--- src/rtl/seg_display_mux.sv ---
// Captures UART bytes as four hex nibbles and time-multiplexes them onto a shared
// seven-segment decoder with active-low digit anodes.
module seg_display_mux #(
    parameter int unsigned REFRESH_DIV = 50000
) (
    input  logic       clk,
    input  logic       rst,
    input  logic [7:0] data_in,
    input  logic       data_valid,
    input  logic       clear,
    output logic [3:0] nibble,
    output logic [3:0] anode,
    output logic [7:0] rx_count
);

    localparam int unsigned CntW = (REFRESH_DIV > 1) ? $clog2(REFRESH_DIV) : 1;
    localparam logic [CntW-1:0] CntMax = CntW'(REFRESH_DIV - 1);

    logic [15:0]     disp_q, disp_d;
    logic [1:0]      filled_q, filled_d;
    logic [1:0]      digit_idx_q, digit_idx_d;
    logic [CntW-1:0] refresh_cnt_q, refresh_cnt_d;
    logic [7:0]      rx_count_q, rx_count_d;
    logic            refresh_wrap;
    logic            digit_en;

    assign refresh_wrap = (refresh_cnt_q == CntMax);

    always_comb begin
        disp_d        = disp_q;
        filled_d      = filled_q;
        rx_count_d    = rx_count_q;
        refresh_cnt_d = refresh_wrap ? '0 : refresh_cnt_q + 1'b1;
        digit_idx_d   = refresh_wrap ? digit_idx_q + 2'd1 : digit_idx_q;

        // Clear wins over a simultaneous strobe; the byte is dropped.
        if (clear) begin
            disp_d     = '0;
            filled_d   = '0;
            rx_count_d = '0;
        end else if (data_valid) begin
            disp_d     = {disp_q[7:0], data_in};
            filled_d   = (filled_q == 2'd2) ? 2'd2 : filled_q + 2'd1;
            rx_count_d = rx_count_q + 8'd1;
        end
    end

    always_ff @(posedge clk) begin
        if (rst) begin
            disp_q        <= '0;
            filled_q      <= '0;
            digit_idx_q   <= '0;
            refresh_cnt_q <= '0;
            rx_count_q    <= '0;
        end else begin
            disp_q        <= disp_d;
            filled_q      <= filled_d;
            digit_idx_q   <= digit_idx_d;
            refresh_cnt_q <= refresh_cnt_d;
            rx_count_q    <= rx_count_d;
        end
    end

    // With one byte only digits 1..0 hold data.
    assign digit_en = (filled_q == 2'd2) || ((filled_q == 2'd1) && !digit_idx_q[1]);

    always_comb begin
        anode  = 4'b1111;
        nibble = 4'h0;
        if (digit_en) begin
            anode  = ~(4'b0001 << digit_idx_q);
            nibble = disp_q[{digit_idx_q, 2'b00} +: 4];
        end
    end

    assign rx_count = rx_count_q;

endmodule

--- config.mk ---
export PLATFORM = sky130hd
export DESIGN_NAME = seg_display_mux
export DESIGN_NICKNAME = d
export VERILOG_FILES = /design/src/rtl/seg_display_mux.sv
export SDC_FILE = /design/constraint.sdc
export NUM_CORES = 1
export LEC_CHECK = 0
export ABC_AREA = 1
export BUFFER_PORTS_ARGS = -buffer_cell sky130_fd_sc_hd__clkbuf_2
export CORE_MARGIN = 2
export CORE_UTILIZATION = 61
export DETAILED_ROUTE_END_ITERATION = 8
export GPL_TIMING_DRIVEN = 0
export HOLD_SLACK_MARGIN = 0.15
export PLACE_DENSITY = 0.85
export SLEW_MARGIN = 25
export SYNTH_ARGS = -nofsm -noshare
export SYNTH_HDL_FRONTEND = slang
export SYNTH_SLANG_ARGS = --single-unit
--- constraint.sdc ---
create_clock -name clk -period 3.7 [get_ports clk]
set_input_delay 0.185 -clock clk [delete_from_list [all_inputs] [get_ports clk]]
set_output_delay 0.185 -clock clk [all_outputs]
set_load 0.05 [all_outputs]
==> results of run 1 <==
-- metal layers --
layer / vias to the layer above / share of wire (%) / track usage, %
met5: - / 0 / 0
met4: 0 / 2.2 / 8.333
met3: 13 / 5.4 / 4.891
met2: 46 / 46 / 38.04
met1: 882 / 47 / 30.05
li1: 1033 / - / -
-- layout make-up --
class	count	area (um2)	share of cell area (%)
Multi-Input combinational cell	217	1054	43.27
Sequential cell	44	880.8	36.18
Timing Repair Buffer	36	225.2	9.250
Inverter	28	105.1	4.317
Tap cell	46	57.56	2.364
Clock buffer	6	41.29	1.696
Buffer	7	36.28	1.490
Clock inverter	2	35.03	1.439
-- worst reg2reg max path: cells and delay by family (launching register included) --
| kind | cells | cell delay (ps) |
|---|---|---|
| adders and majority gates | 1 | 380 |
| buffers and inverters | 3 | 570 |
| and+or+nand+nor | 3 | 190 |
| DFF | 1 | 370 |
-- timing repair --
action,CTS,global route
hold buffers,9,0
endpoints found under the hold margin,10,0
resized for setup,0,0
-- power breakdown --
group          leakage, nW  total (mW)  switching [mW]  internal [mW]
registers            0.356       0.487         0.00586          0.482
logic                0.537      0.0643          0.0400         0.0243
clock network       0.0422       0.293           0.151          0.142
-- worst max path at each step --
stage / cells after the start / to / startpoint / slack [ps]
floorplan: 5 / nibble[1] / digit_idx_q[0] / 2010
global placement: 5 / anode[2] / digit_idx_q[1] / 1920
detailed placement: 5 / anode[0] / digit_idx_q[1] / 1920
CTS: 5 / anode[0] / digit_idx_q[1] / 1520
global route: 5 / anode[0] / digit_idx_q[1] / 1340
finish: 5 / anode[0] / digit_idx_q[1] / 1520
-- cell usage in the layout, fill, tap and decap left out --
cell           instances
a21oi_1               36
buf_2                  2
buf_6                  1
bufinv_16              1
clkbuf_1               5
clkbuf_2              27
clkbuf_4               5
clkinv_1               1
clkinv_2               1
dfxtp_1               44
dlygate4sd3_1          9
ha_1                   9
inv_1                 26
inv_2                  1
nand2_1               78
nand2_4                1
nand3_1               10
nand3_2                2
nand4_1                6
nor2_1                46
nor2_2                 4
nor3_1                 3
o21ai_0               14
o21bai_1               1
or2_2                  1
xnor2_1                2
xor2_1                 4
-- sequential cells by signal (all words and copies together), names as in the netlist --
name	count
digit_idx_q	2
filled_q	2
disp_q	16
rx_count	8
refresh_cnt_q	16
-- logic make-up after synthesis --
family,Yosys count,synth area share [%]
buffers and inverters,35,6.811
AOI/OAI and AO/OA,51,12.42
and+or+nand+nor,151,30.38
adders and majority gates,9,5.425
xor gates and xnor gates,6,2.532
DFF,44,42.43
==> run summary, run 1 <==
status: complete, no violations
Hold Crit Class: input pin to flip-flop
worst hold path startpoint: clear
routed len/inst: 10.77 um
die height: 62.34 um
VDD IR max: 0.2728 mV
Yosys cell types: 22
via count: 1974
worst path required time: 3510 ps
DR vias/cell: 5.114
Syn Std Cell Area: 2076 um2
row count: 21
Setup Viol. Count Final: 0
Final Hold Fails: 0
largest net degree at the start of global routing: 14
fin crit share: 58.86%
FMAX: 459.2 MHz
Worst Tran Pin Value: 500.9 ps
RSZ-0062 raised after global routing: no
GP Congestion: 0.8595
Tmin final: 2178 ps
Port Buffer Count: 27
worst hold endpoint: rx_count[2]
layout cells sized above 1: 13.53%
synth warn: 0
Crit Path Max Fanout: 8
Clock Latency Late Sink: 350 ps
r2r worst-path depth: 7
Final Util: 73.55%
Power Total: 0.8446 mW
Fillers: 279
Layout Area Growth over Synthesis: 17.30%
r2r endpoint: digit_idx_q[1]
number of global-route vias before repair: 1774
I/O pin count: 28
Setup CP Type: flip-flop to output pin
top-count cell post-synth: nand2_1
DRT iter0 DRCs: 117
CP arrival: 1990 ps
largest area contributor in the netlist: dfxtp_1
register area share after synthesis: 42.44%
Static Leak: 0.9357 nW
global-route wire length before repair: 7320 um
Max Cap Viol: 0
Place WS: 1923 ps
Post-synth EDFFs: 0
Rel. slew slack: 66.61%
DRC violations left: 0
post-placement cell area: 2268 um2
R2R Setup Slk: 2110 ps
Max clock buf depth: 2
Mean Syn Cell Area: 7.013 um2
Syn Inst Count: 296
GR Util All Layers: 23.08%
critical-path cell list: inv_1 > a21oi_1 > inv_1 > nand2_1 > clkbuf_2
Worst Skew: 11.00 ps
largest stage delay on the critical path: 480 ps
Final Non-Filler Cells: 386
power per cell area: 346.9 nW/um2
H-tree lvl count: 2
core area: 3311 um2
ys flop type: dfxtp_1
CTS tree: done
Commonest cells post-synth: nand2_1 (78), nor2_1 (46), dfxtp_1 (44)
top-area cell type share of the netlist area: 42.44%
Most common cell on crit path: inv_1
Total Wirelength: 4156 um
worst reg2reg path startpoint: digit_idx_q[0]
total CTS buffers: 5
clock sinks: 44
Final #Nets: 360
die width: 62.34 um
ys async rst share: 0%
synth top area cells: dfxtp_1 (42%), nand2_1 (14%), a21oi_1 (8.7%), nor2_1 (8.3%), ha_1 (5.4%)
Buf+Inv Stages, Crit Path: 3
DRT antenna net count: 0
max-slew violations: 0
antenna violations before repair: 0
DRT Pass-1 Iters: 4
GRT overflow: 0
Final Worst Setup Slack: 1522 ps
clock-pin slew on the worst setup and hold paths: 130 ps
post-CTS setup buffer count: 0
Startpoint Class: flip-flop
Initial Util: 62.70%
# diodes: 0
Crit path max-delay family: buffers and inverters
die area: 3886 um2
final hold slack: 174.7 ps
post-route setup TNS: 0 ps
design area: 2435 um2
Worst Hold Depth: 4
syn_nets: 317
type of element capturing the critical path: output pin
clock root buffer: clkbuf_4
Inst Count DP: 369
Yosys reg bits: 44
Post-DP HPWL: 2985 um
Crit-path slowest cell: dfxtp_1
Note: power is estimated with default switching activity, not from simulation.
==> run 2, diff against run 1 <==
CORE_UTILIZATION = 56   (was 61)
PLACE_DENSITY = 0.79   (was 0.85)
clock period = 2.1 ns   (was 3.7 ns; I/O delays follow)
==> run 2 against run 1 <==
Against the previous run: via count decreased by 1.4%; combinational power up 79%; first-iteration DRC count is 10% lower; clock power is 89% higher; core utilization fell by 5.4 points; clock skew shrank 7.8 ps; non-clock buffer count did not move; wire length up 3.6%; count of clock-buffer cells in the layout up 1; cell area increased by 0.98%; cell count rose by 0.52%; critical path type unchanged; highest routed layer unchanged.
==> run summary, run 2 (synthesis gave the netlist of run 1 again) <==
die width: 64.88 um
number of global-route vias before repair: 1815
DRC violations left: 0
critical-path cell list: inv_1 > a21oi_2 > inv_1 > nand2_1 > clkbuf_2
H-tree lvl count: 2
Initial Util: 57.56%
RSZ-0062 raised after global routing: no
via count: 1946
GR Util All Layers: 23.37%
DRT iter0 DRCs: 105
post-CTS setup buffer count: 0
Worst Tran Pin Value: 496.4 ps
Crit-path slowest cell: dfxtp_1
Setup Viol. Count Final: 0
Final Worst Setup Slack: 198.3 ps
row count: 22
max-slew violations: 0
routed len/inst: 11.09 um
most frequent cells in the layout: nand2_1 (78), nor2_1 (46), dfxtp_1 (44), a21oi_1 (35), clkbuf_2 (27)
Worst Skew: 3.216 ps
FMAX: 525.8 MHz
Post-DP HPWL: 2993 um
worst path required time: 2000 ps
fin crit share: 90.56%
DRT antenna net count: 0
power per cell area: 620.6 nW/um2
total CTS buffers: 5
DR vias/cell: 5.015
Port Buffer Count: 27
# diodes: 0
Total Wirelength: 4304 um
clock sinks: 44
CTS tree: done
I/O pin count: 28
Most common cell on crit path: inv_1
post-placement cell area: 2271 um2
VDD IR max: 0.4968 mV
Layout Area Growth over Synthesis: 18.44%
Final Hold Fails: 0
die height: 64.88 um
Static Leak: 0.9388 nW
clock-pin slew on the worst setup and hold paths: 80 ps
DRT Pass-1 Iters: 4
core area: 3606 um2
GRT overflow: 0
Max Cap Viol: 0
Setup CP Type: flip-flop to output pin
Hold Crit Class: input pin to flip-flop
status: complete, no violations
CP arrival: 1800 ps
Rel. slew slack: 66.78%
most common cell after layout, fill and taps aside: nand2_1
global-route wire length before repair: 7686 um
Clock Latency Late Sink: 300 ps
type of element capturing the critical path: output pin
antenna violations before repair: 0
largest stage delay on the critical path: 470 ps
Final Util: 68.18%
Crit Path Max Fanout: 8
Startpoint Class: flip-flop
Place WS: 344.0 ps
layout cells sized above 1: 13.82%
Tmin final: 1902 ps
Power Total: 1.526 mW
clock root buffer: clkbuf_8
largest net degree at the start of global routing: 14
Final #Nets: 360
design area: 2459 um2
post-route setup TNS: 0 ps
GP Congestion: 0.8458
Max clock buf depth: 2
die area: 4209 um2
==> run 2: cell count changes in the layout (fill, tap and decap cells not counted) <==
cell,before,now
a21oi_1,36,35
clkbuf_4,5,0
a21oi_2,0,1
clkbuf_8,0,6
clkinvlp_4,0,1
bufinv_16,1,0
clkinv_2,1,0
==> run 2: worst max-delay path: cells and delay by family (launching register included) <==
family	cells	cell delay, ps
AOI/OAI and AO/OA	1	330
buffers and inverters	3	630
DFF	1	470
and+or+nand+nor	1	80
==> run 2: final timing paths <==
kind                                  startpoint  slack (ps)  cells after the start                to
worst max-delay path              digit_idx_q[1]         200                      5          anode[0]
worst min register to register  refresh_cnt_q[0]         460                      1  refresh_cnt_q[0]
worst max register to register    digit_idx_q[0]         520                      7    digit_idx_q[1]
worst min-delay path                  data_valid         160                      4       rx_count[2]
==> run 2: through the flow <==
step           cells  hold WS [ps]
6_report         388         159.3
5_1_grt          388         181.4
4_1_cts          388         160.7
3_5_place_dp     371         350.9
3_3_place_gp     371         344.4
2_1_floorplan    296         254.0
==> run 2: power breakdown <==
group	total (mW)	switching (mW)	internal, mW	leakage (nW)
Sequential	0.858	0.0105	0.847	0.356
Clock	0.553	0.286	0.267	0.0445
Combinational	0.115	0.0714	0.0435	0.538
==> run 2: layout make-up <==
type | count | area (um2)
Timing Repair Buffer | 36 | 225.2
Clock inverter | 1 | 7.507
Clock buffer | 7 | 86.33
Fill cell | 356 | 1147
Tap cell | 48 | 60.06
Buffer | 7 | 36.28
Inverter | 28 | 105.1
Multi-Input combinational cell | 217 | 1057
Sequential cell | 44 | 880.8
==> run 2: repair_timing <==
action / CTS / global route
hold buffers: 9 / 0
endpoints found under the setup margin: 0 / 4
gates resized for setup: 0 / 1
hold endpoints to repair: 9 / 0
==> run 2: metal layers <==
layer  GRT usage (%)  wire length (um)  vias up  share of wire, %
li1                -                 -     1032                 -
met1           29.50              2072      853                48
met2           38.66              1923       50                45
met3           5.035               209       11               4.9
met4           9.309                99        0               2.3
met5               0                 0        -                 0
